File: config.mk
export PLATFORM = sky130hd
export DESIGN_NAME = freq_divider_multi_flat
export DESIGN_NICKNAME = d
export VERILOG_FILES = /design/src/rtl/freq_div_pkg.sv /design/src/rtl/freq_divider_multi_if.sv /design/src/rtl/freq_div_channel.sv /design/src/rtl/freq_divider_multi.sv /design/src/flat_wrapper.sv
export SDC_FILE = /design/constraint.sdc
export NUM_CORES = 1
export LEC_CHECK = 0
export BUFFER_PORTS_ARGS = -buffer_cell sky130_fd_sc_hd__buf_2
export CAP_MARGIN = 20
export CORE_ASPECT_RATIO = 1.1
export CORE_MARGIN = 2
export CORE_UTILIZATION = 56
export DETAILED_ROUTE_END_ITERATION = 8
export GPL_ROUTABILITY_DRIVEN = 1
export PLACE_DENSITY = 0.76
export RECOVER_POWER = 50
export SYNTH_ARGS = -nofsm -noshare
export SYNTH_HDL_FRONTEND = slang
export SYNTH_SLANG_ARGS = --single-unit
File: constraint.sdc
create_clock -name fin -period 2.2 [get_ports fin]
set_clock_uncertainty 0.1 [all_clocks]
set_input_delay 0.22 -clock fin [delete_from_list [all_inputs] [get_ports fin]]
set_output_delay 0.22 -clock fin [all_outputs]
set_load 0.05 [all_outputs]
File: src/rtl/freq_div_pkg.sv
`default_nettype none
// ============================================================================
// Module      : freq_div_pkg
// Description : Shared constants and helpers for the multi-channel divider.
//               DIV_MIN  - smallest divisor a channel will ever run with.
//               clamp_div - raises any divisor below DIV_MIN up to DIV_MIN.
// Revision    : 1.0 - initial release
// ============================================================================
package freq_div_pkg;

    localparam int unsigned DIV_MIN = 2;

    // Operates on a 32-bit container so one function serves every divisor
    // width; callers zero-extend their W-bit value in and cast the result back.
    function automatic logic [31:0] clamp_div(input logic [31:0] d);
        return (d < 32'(DIV_MIN)) ? 32'(DIV_MIN) : d;
    endfunction

endpackage
`default_nettype wire

File: src/rtl/freq_divider_multi_if.sv
`default_nettype none
// ============================================================================
// Module      : freq_divider_multi_if
// Description : Control/status bundle of the multi-channel divider.
//               en   [CH]   per-channel enable
//               div  [CH*W] divisors, channel i at div[i*W +: W]
//               load [CH]   per-channel divisor capture strobe
//               fout [CH]   divided clocks
//               tick [CH]   end-of-period pulses
//               master: drives en/div/load; slave: the divider itself.
// Revision    : 1.0 - initial release
// ============================================================================
interface freq_divider_multi_if #(
    parameter int CH = 2,
    parameter int W  = 4
);
    logic [CH-1:0]   en;
    logic [CH*W-1:0] div;
    logic [CH-1:0]   load;
    logic [CH-1:0]   fout;
    logic [CH-1:0]   tick;

    modport master (output en, div, load, input  fout, tick);
    modport slave  (input  en, div, load, output fout, tick);
endinterface
`default_nettype wire

File: src/rtl/freq_div_channel.sv
`default_nettype none
// ============================================================================
// Module      : freq_div_channel
// Description : One integer divider channel with double-buffered divisor.
//               fin  in  source clock
//               rst  in  asynchronous active-high reset
//               en   in  channel enable (low holds the channel idle)
//               div  in  W-bit divisor candidate
//               load in  captures div into the shadow register
//               fout out divided clock
//               tick out pulse in the last fin cycle of each period
//               Optional macro ODD_DUTY50_EN adds a negedge stage giving
//               exact 50% duty on odd divisors.
// Revision    : 1.0 - initial release
// ============================================================================
module freq_div_channel
    import freq_div_pkg::*;
#(
    parameter int W       = 4,
    parameter int DIV_RST = 2
) (
    input  wire logic         fin,
    input  wire logic         rst,
    input  wire logic         en,
    input  wire logic [W-1:0] div,
    input  wire logic         load,
    output logic              fout,
    output logic              tick
);

    localparam logic [W-1:0] c_ONE     = W'(1);
    localparam logic [W-1:0] c_DIV_RST = W'(DIV_RST);

    logic [W-1:0] r_count;
    logic [W-1:0] r_shadow;
    logic [W-1:0] r_act;
    logic         r_fpos;
    logic         r_tick;

    logic [W-1:0] w_div_clamped;
    logic [W-1:0] w_next_act;
    logic         w_wrap;

    assign w_div_clamped = W'(clamp_div(32'(div)));
    // A load arriving on the same edge as the period boundary bypasses the
    // shadow so the new divisor takes effect for the very next period.
    assign w_next_act    = load ? w_div_clamped : r_shadow;
    assign w_wrap        = (r_count >= r_act);

    always_ff @(posedge fin or posedge rst) begin
        if (rst) begin
            r_count  <= c_ONE;
            r_shadow <= c_DIV_RST;
            r_act    <= c_DIV_RST;
            r_fpos   <= 1'b0;
            r_tick   <= 1'b0;
        end else begin
            if (load) begin
                r_shadow <= w_div_clamped;
            end
            if (!en) begin
                r_count <= c_ONE;
                r_fpos  <= 1'b0;
                r_tick  <= 1'b0;
                r_act   <= w_next_act;
            end else begin
                r_count <= w_wrap ? c_ONE : (r_count + c_ONE);
                r_fpos  <= (r_count <= (r_act >> 1));
                r_tick  <= w_wrap;
                if (w_wrap) begin
                    r_act <= w_next_act;
                end
            end
        end
    end

`ifdef ODD_DUTY50_EN
    // Half-cycle delayed copy of fpos stretches the high phase by half a fin
    // period on odd divisors; fpos is already low whenever en is low, so this
    // stage clears itself one half-cycle later.
    logic r_fneg;

    always_ff @(negedge fin or posedge rst) begin
        if (rst) begin
            r_fneg <= 1'b0;
        end else begin
            r_fneg <= r_fpos;
        end
    end

    assign fout = r_fpos | (r_act[0] & r_fneg);
`else
    assign fout = r_fpos;
`endif

    assign tick = r_tick;

endmodule
`default_nettype wire

File: src/rtl/freq_divider_multi.sv
`default_nettype none
// ============================================================================
// Module      : freq_divider_multi
// Description : CH independent programmable integer clock dividers.
//               fin in  source clock
//               rst in  asynchronous active-high reset
//               bus slave modport of freq_divider_multi_if
//                   (en, div, load in; fout, tick out)
//               Optional macro ODD_DUTY50_EN: 50% duty on odd divisors.
// Revision    : 1.0 - initial release
// ============================================================================
module freq_divider_multi #(
    parameter int CH      = 2,
    parameter int W       = 4,
    parameter int DIV_RST = 2
) (
    input  wire logic            fin,
    input  wire logic            rst,
    freq_divider_multi_if.slave  bus
);

    logic [CH-1:0] w_fout;
    logic [CH-1:0] w_tick;

    for (genvar i = 0; i < CH; i++) begin : g_ch
        freq_div_channel #(
            .W       (W),
            .DIV_RST (DIV_RST)
        ) u_channel (
            .fin  (fin),
            .rst  (rst),
            .en   (bus.en[i]),
            .div  (bus.div[i*W +: W]),
            .load (bus.load[i]),
            .fout (w_fout[i]),
            .tick (w_tick[i])
        );
    end

    assign bus.fout = w_fout;
    assign bus.tick = w_tick;

endmodule
`default_nettype wire

File: src/flat_wrapper.sv
// flat-port wrapper written by rule: the top's interface ports become plain ports
module freq_divider_multi_flat 
#(
    parameter int CH      = 2,
    parameter int W       = 4,
    parameter int DIV_RST = 2
)
  (fin, rst, bus_en, bus_div, bus_load, bus_fout, bus_tick);
  freq_divider_multi_if #(.CH(CH), .W(W)) bus_i ();
  input  wire logic fin;
  input  wire logic rst;
  input wire logic [$bits(bus_i.en)-1:0] bus_en;
  input wire logic [$bits(bus_i.div)-1:0] bus_div;
  input wire logic [$bits(bus_i.load)-1:0] bus_load;
  output wire logic [$bits(bus_i.fout)-1:0] bus_fout;
  output wire logic [$bits(bus_i.tick)-1:0] bus_tick;
  assign bus_i.en = bus_en;
  assign bus_i.div = bus_div;
  assign bus_i.load = bus_load;
  assign bus_fout = bus_i.fout;
  assign bus_tick = bus_i.tick;
  freq_divider_multi #(.CH(CH), .W(W), .DIV_RST(DIV_RST)) u_core (.fin(fin), .rst(rst), .bus(bus_i));
endmodule
==> results.toml <==
[routing]
drt_wl_total_mm = 2.23
avgRoutedWirePerCell_microns = 12.9
dr.pass1.iters = 4
via_count = 910
via_per_inst = 5.26
drt_iter0_markers = 9
final_antenna_net_count = 0
route.detailed.drc = 0

[timing]
hold_viol = 0
maxSlewViolCount = 0
timing.setup.tns_ps = 0
fin_crit_sh = 0.928
finalSetupViolations = 0
rsz0062_at_grt = "no"
max_freq_mhz = 490
layout_setup_ws_ps = 159
period_needed_ps = 2040
tightest_slew_ps = 652
slew_headroom = 0.565

[min_path]
hold_start = "bus_en[0]"
hold_path_depth = 2
hp-class = "in2reg"
min_to = "u_core.g_ch[0].u_channel.tick"

[grt]
grt_max_degree = 29
grt_pass1_vias = 976
grt-ovfl-total = 0
grt_first_pass_wirelength_mm = 4.11
antenna_found_initial = 0
grt.total_usage = 0.179

[clock_tree]
clockRootBuffer = "clkbuf_4"
path_clk_slew_ps = 140
cts.sinks = 28
cts_setup_buffers = 0
cts_tree = "built"
cts.htree.levels = 1
insertion_delay_ps = 310
cts_buffers = 3
clockBufferDepth = 2

[setup_path]
cp_data_arrival_time_ps = 2150
reg2reg_slack_ps = 160
path_max_fanout = 7
crit_type = "reg2reg"
reg2reg_to = "u_core.g_ch[0].u_channel.r_act[2]"
reg2regPathDepth = 6
path_cells = "inv_1, ha_1, nor3b_2, o21ai_1, or2_4, mux2_4"
cp_slowest_cell = "dfstp_2"
regToRegStartpoint = "u_core.g_ch[0].u_channel.r_count[0]"
critical_path.max_stage_delay_ps = 570
worst_setup_path_end_kind = "flop"
startpoint_type = "flop"
critPathRequiredTime_ps = 2310

[yosys]
synth_nets = 155
synth_cells = 125
synth.distinct_cells = 24
netlist_area_sq_mm = 0.00147
ys_seq_elements = 28
netlist.area_leader.share = 0.374
synth_top_cell_by_area = "dfrtp_1"
synth_area_leaders = "dfrtp_1 37%, ha_1 14%, dfstp_2 11%"
yosys_warnings = 0
synth-seq-area-share = 0.482
syn_area_per_cell_sq_um = 11.8

[power_and_ir_drop]
p_clk_frac = 0.121
p_sw_frac = 0.378
worst_ir_drop_vdd_v = 0.000787
total_power_mw = 1.98
power_leakage_nw = 0.835
intPower_mw = 1.23
power_density_mw_per_mm2 = 1240
p_switching_uw = 746
p_comb_frac = 0.462
pwr-share-seq = 0.417

[place]
post-place-ws_ps = 93.3
hpwl_mm = 1.78
port_buffers = 17
dpl-instance-area_sq_mm = 0.00155
place_congestion = 0.788

[layout]
fill_cells = 201
diodes = 0
nets = 173
area_delta_synth_final_pct = 8.68
finish.instance_area_sq_mm = 0.00160
regArea_sq_um = 708
final_cell_mix = "22 x dfrtp_1, 17 x inv_1, 17 x buf_2"
drive_gt1_frac = 0.338
fin_util = 0.640
multi_input_area_sq_um = 651
layout_commonest_cell = "dfrtp_1"

[floorplanning]
start_util = 0.589
coreArea_sq_mm = 0.00250
die_x_microns = 52.9
pin_count = 18
die_area_sq_mm = 0.00305
rows = 19
die_y_microns = 57.7

[status]
status = "completed"

[run]
cap_violations = 0
Yosys cell counts:
master and n:
nand3_1 2, a21oi_1 4, o21ai_0 4, buf_6 2, dfstp_2 6, and2_2 2
o21ai_1 2, xor2_1 2, mux2_4 8, nor3_1 2, inv_1 17, xnor2_1 2
nor3b_2 2, dfrtp_1 22, o211ai_1 2, a32oi_1 2, buf_4 4, o311ai_0 2
nor2b_1 2, ha_1 16, or3_2 2, or2_1 2, nor2_1 12, mux2_2 4
cell type report:
type                    count  area share
well taps                  31      0.0243
multi-input cells          74       0.407
inverters                  17      0.0399
repair buffers             19      0.0626
flip-flops and latches     28       0.443
clock buffers               4      0.0227
layer usage:
layer	up-vias	global-route usage	share of wire
li1	453	-	-
met1	446	0.234	0.44
met5	-	0	0
met2	9	0.314	0.53
met4	0	0.0440	0.0076
met3	2	0.0232	0.023
through the flow:
| step | hold WS, ps | cells |
|---|---|---|
| 2_1_floorplan | 181 | 125 |
| 3_3_place_gp | 189 | 168 |
| 3_5_place_dp | 196 | 168 |
| 4_1_cts | 19.1 | 173 |
| 5_1_grt | 25.0 | 173 |
| 6_report | 34.8 | 173 |
timing repair:
item / in CTS / in global routing
gates resized for setup: 0 / 2
endpoints found under the setup margin: 0 / 5
endpoints found under the hold margin: 22 / 0
hold buffers: 1 / 0
sequential cells by signal, summed over array words and instances (netlist names):
register	cells
u_core.g_ch.u_channel.r_act	8
u_core.g_ch.u_channel.r_count	8
u_core.g_ch.u_channel.r_shadow	8
u_core.g_ch.u_channel.fout	2
u_core.g_ch.u_channel.tick	2
worst max-delay path by stage:
stage | start | end | slack (ps)
floorplan | u_core.g_ch[0].u_channel.r_count[0] | u_core.g_ch[0].u_channel.r_act[0] | 230
global placement | u_core.g_ch[0].u_channel.r_count[0] | u_core.g_ch[0].u_channel.r_act[2] | 110
detailed placement | u_core.g_ch[0].u_channel.r_count[0] | u_core.g_ch[0].u_channel.r_act[0] | 90
CTS | u_core.g_ch[0].u_channel.r_count[0] | u_core.g_ch[0].u_channel.r_act[2] | 70
global route | u_core.g_ch[0].u_channel.r_count[0] | u_core.g_ch[0].u_channel.r_act[2] | 80
finish | u_core.g_ch[0].u_channel.r_count[0] | u_core.g_ch[0].u_channel.r_act[2] | 160
power by group through the flow:
| stage | registers, mW | logic (mW) | clock network, mW |
|---|---|---|---|
| 2_1_floorplan | 0.798 | 0.805 | 0 |
| 3_3_place_gp | 0.830 | 0.854 | 0 |
| 3_5_place_dp | 0.837 | 0.898 | 0 |
| 4_1_cts | 0.827 | 0.906 | 0.252 |
| 5_1_grt | 0.846 | 1.04 | 0.269 |
| 6_report | 0.824 | 0.913 | 0.239 |
critical path, delay by kind of cell (launching register included):
family | cells | cell delay, ps
fa+ha+maj | 1 | 300
simple gates | 2 | 460
flops | 1 | 570
mux | 1 | 300
compound gates | 1 | 120
buf+inv | 1 | 80
kinds of logic after synthesis:
| kind of cell | after synthesis | share of synthesized area |
|---|---|---|
| AOI/OAI and AO/OA | 16 | 0.0681 |
| xor gates and xnor gates | 4 | 0.0238 |
| DFF | 28 | 0.482 |
| buffers and inverters | 23 | 0.0791 |
| muxes | 12 | 0.112 |
| adders and majority gates | 16 | 0.136 |
| and+or+nand+nor | 26 | 0.0987 |
No activity file was read; power rests on OpenSTA's default activity.
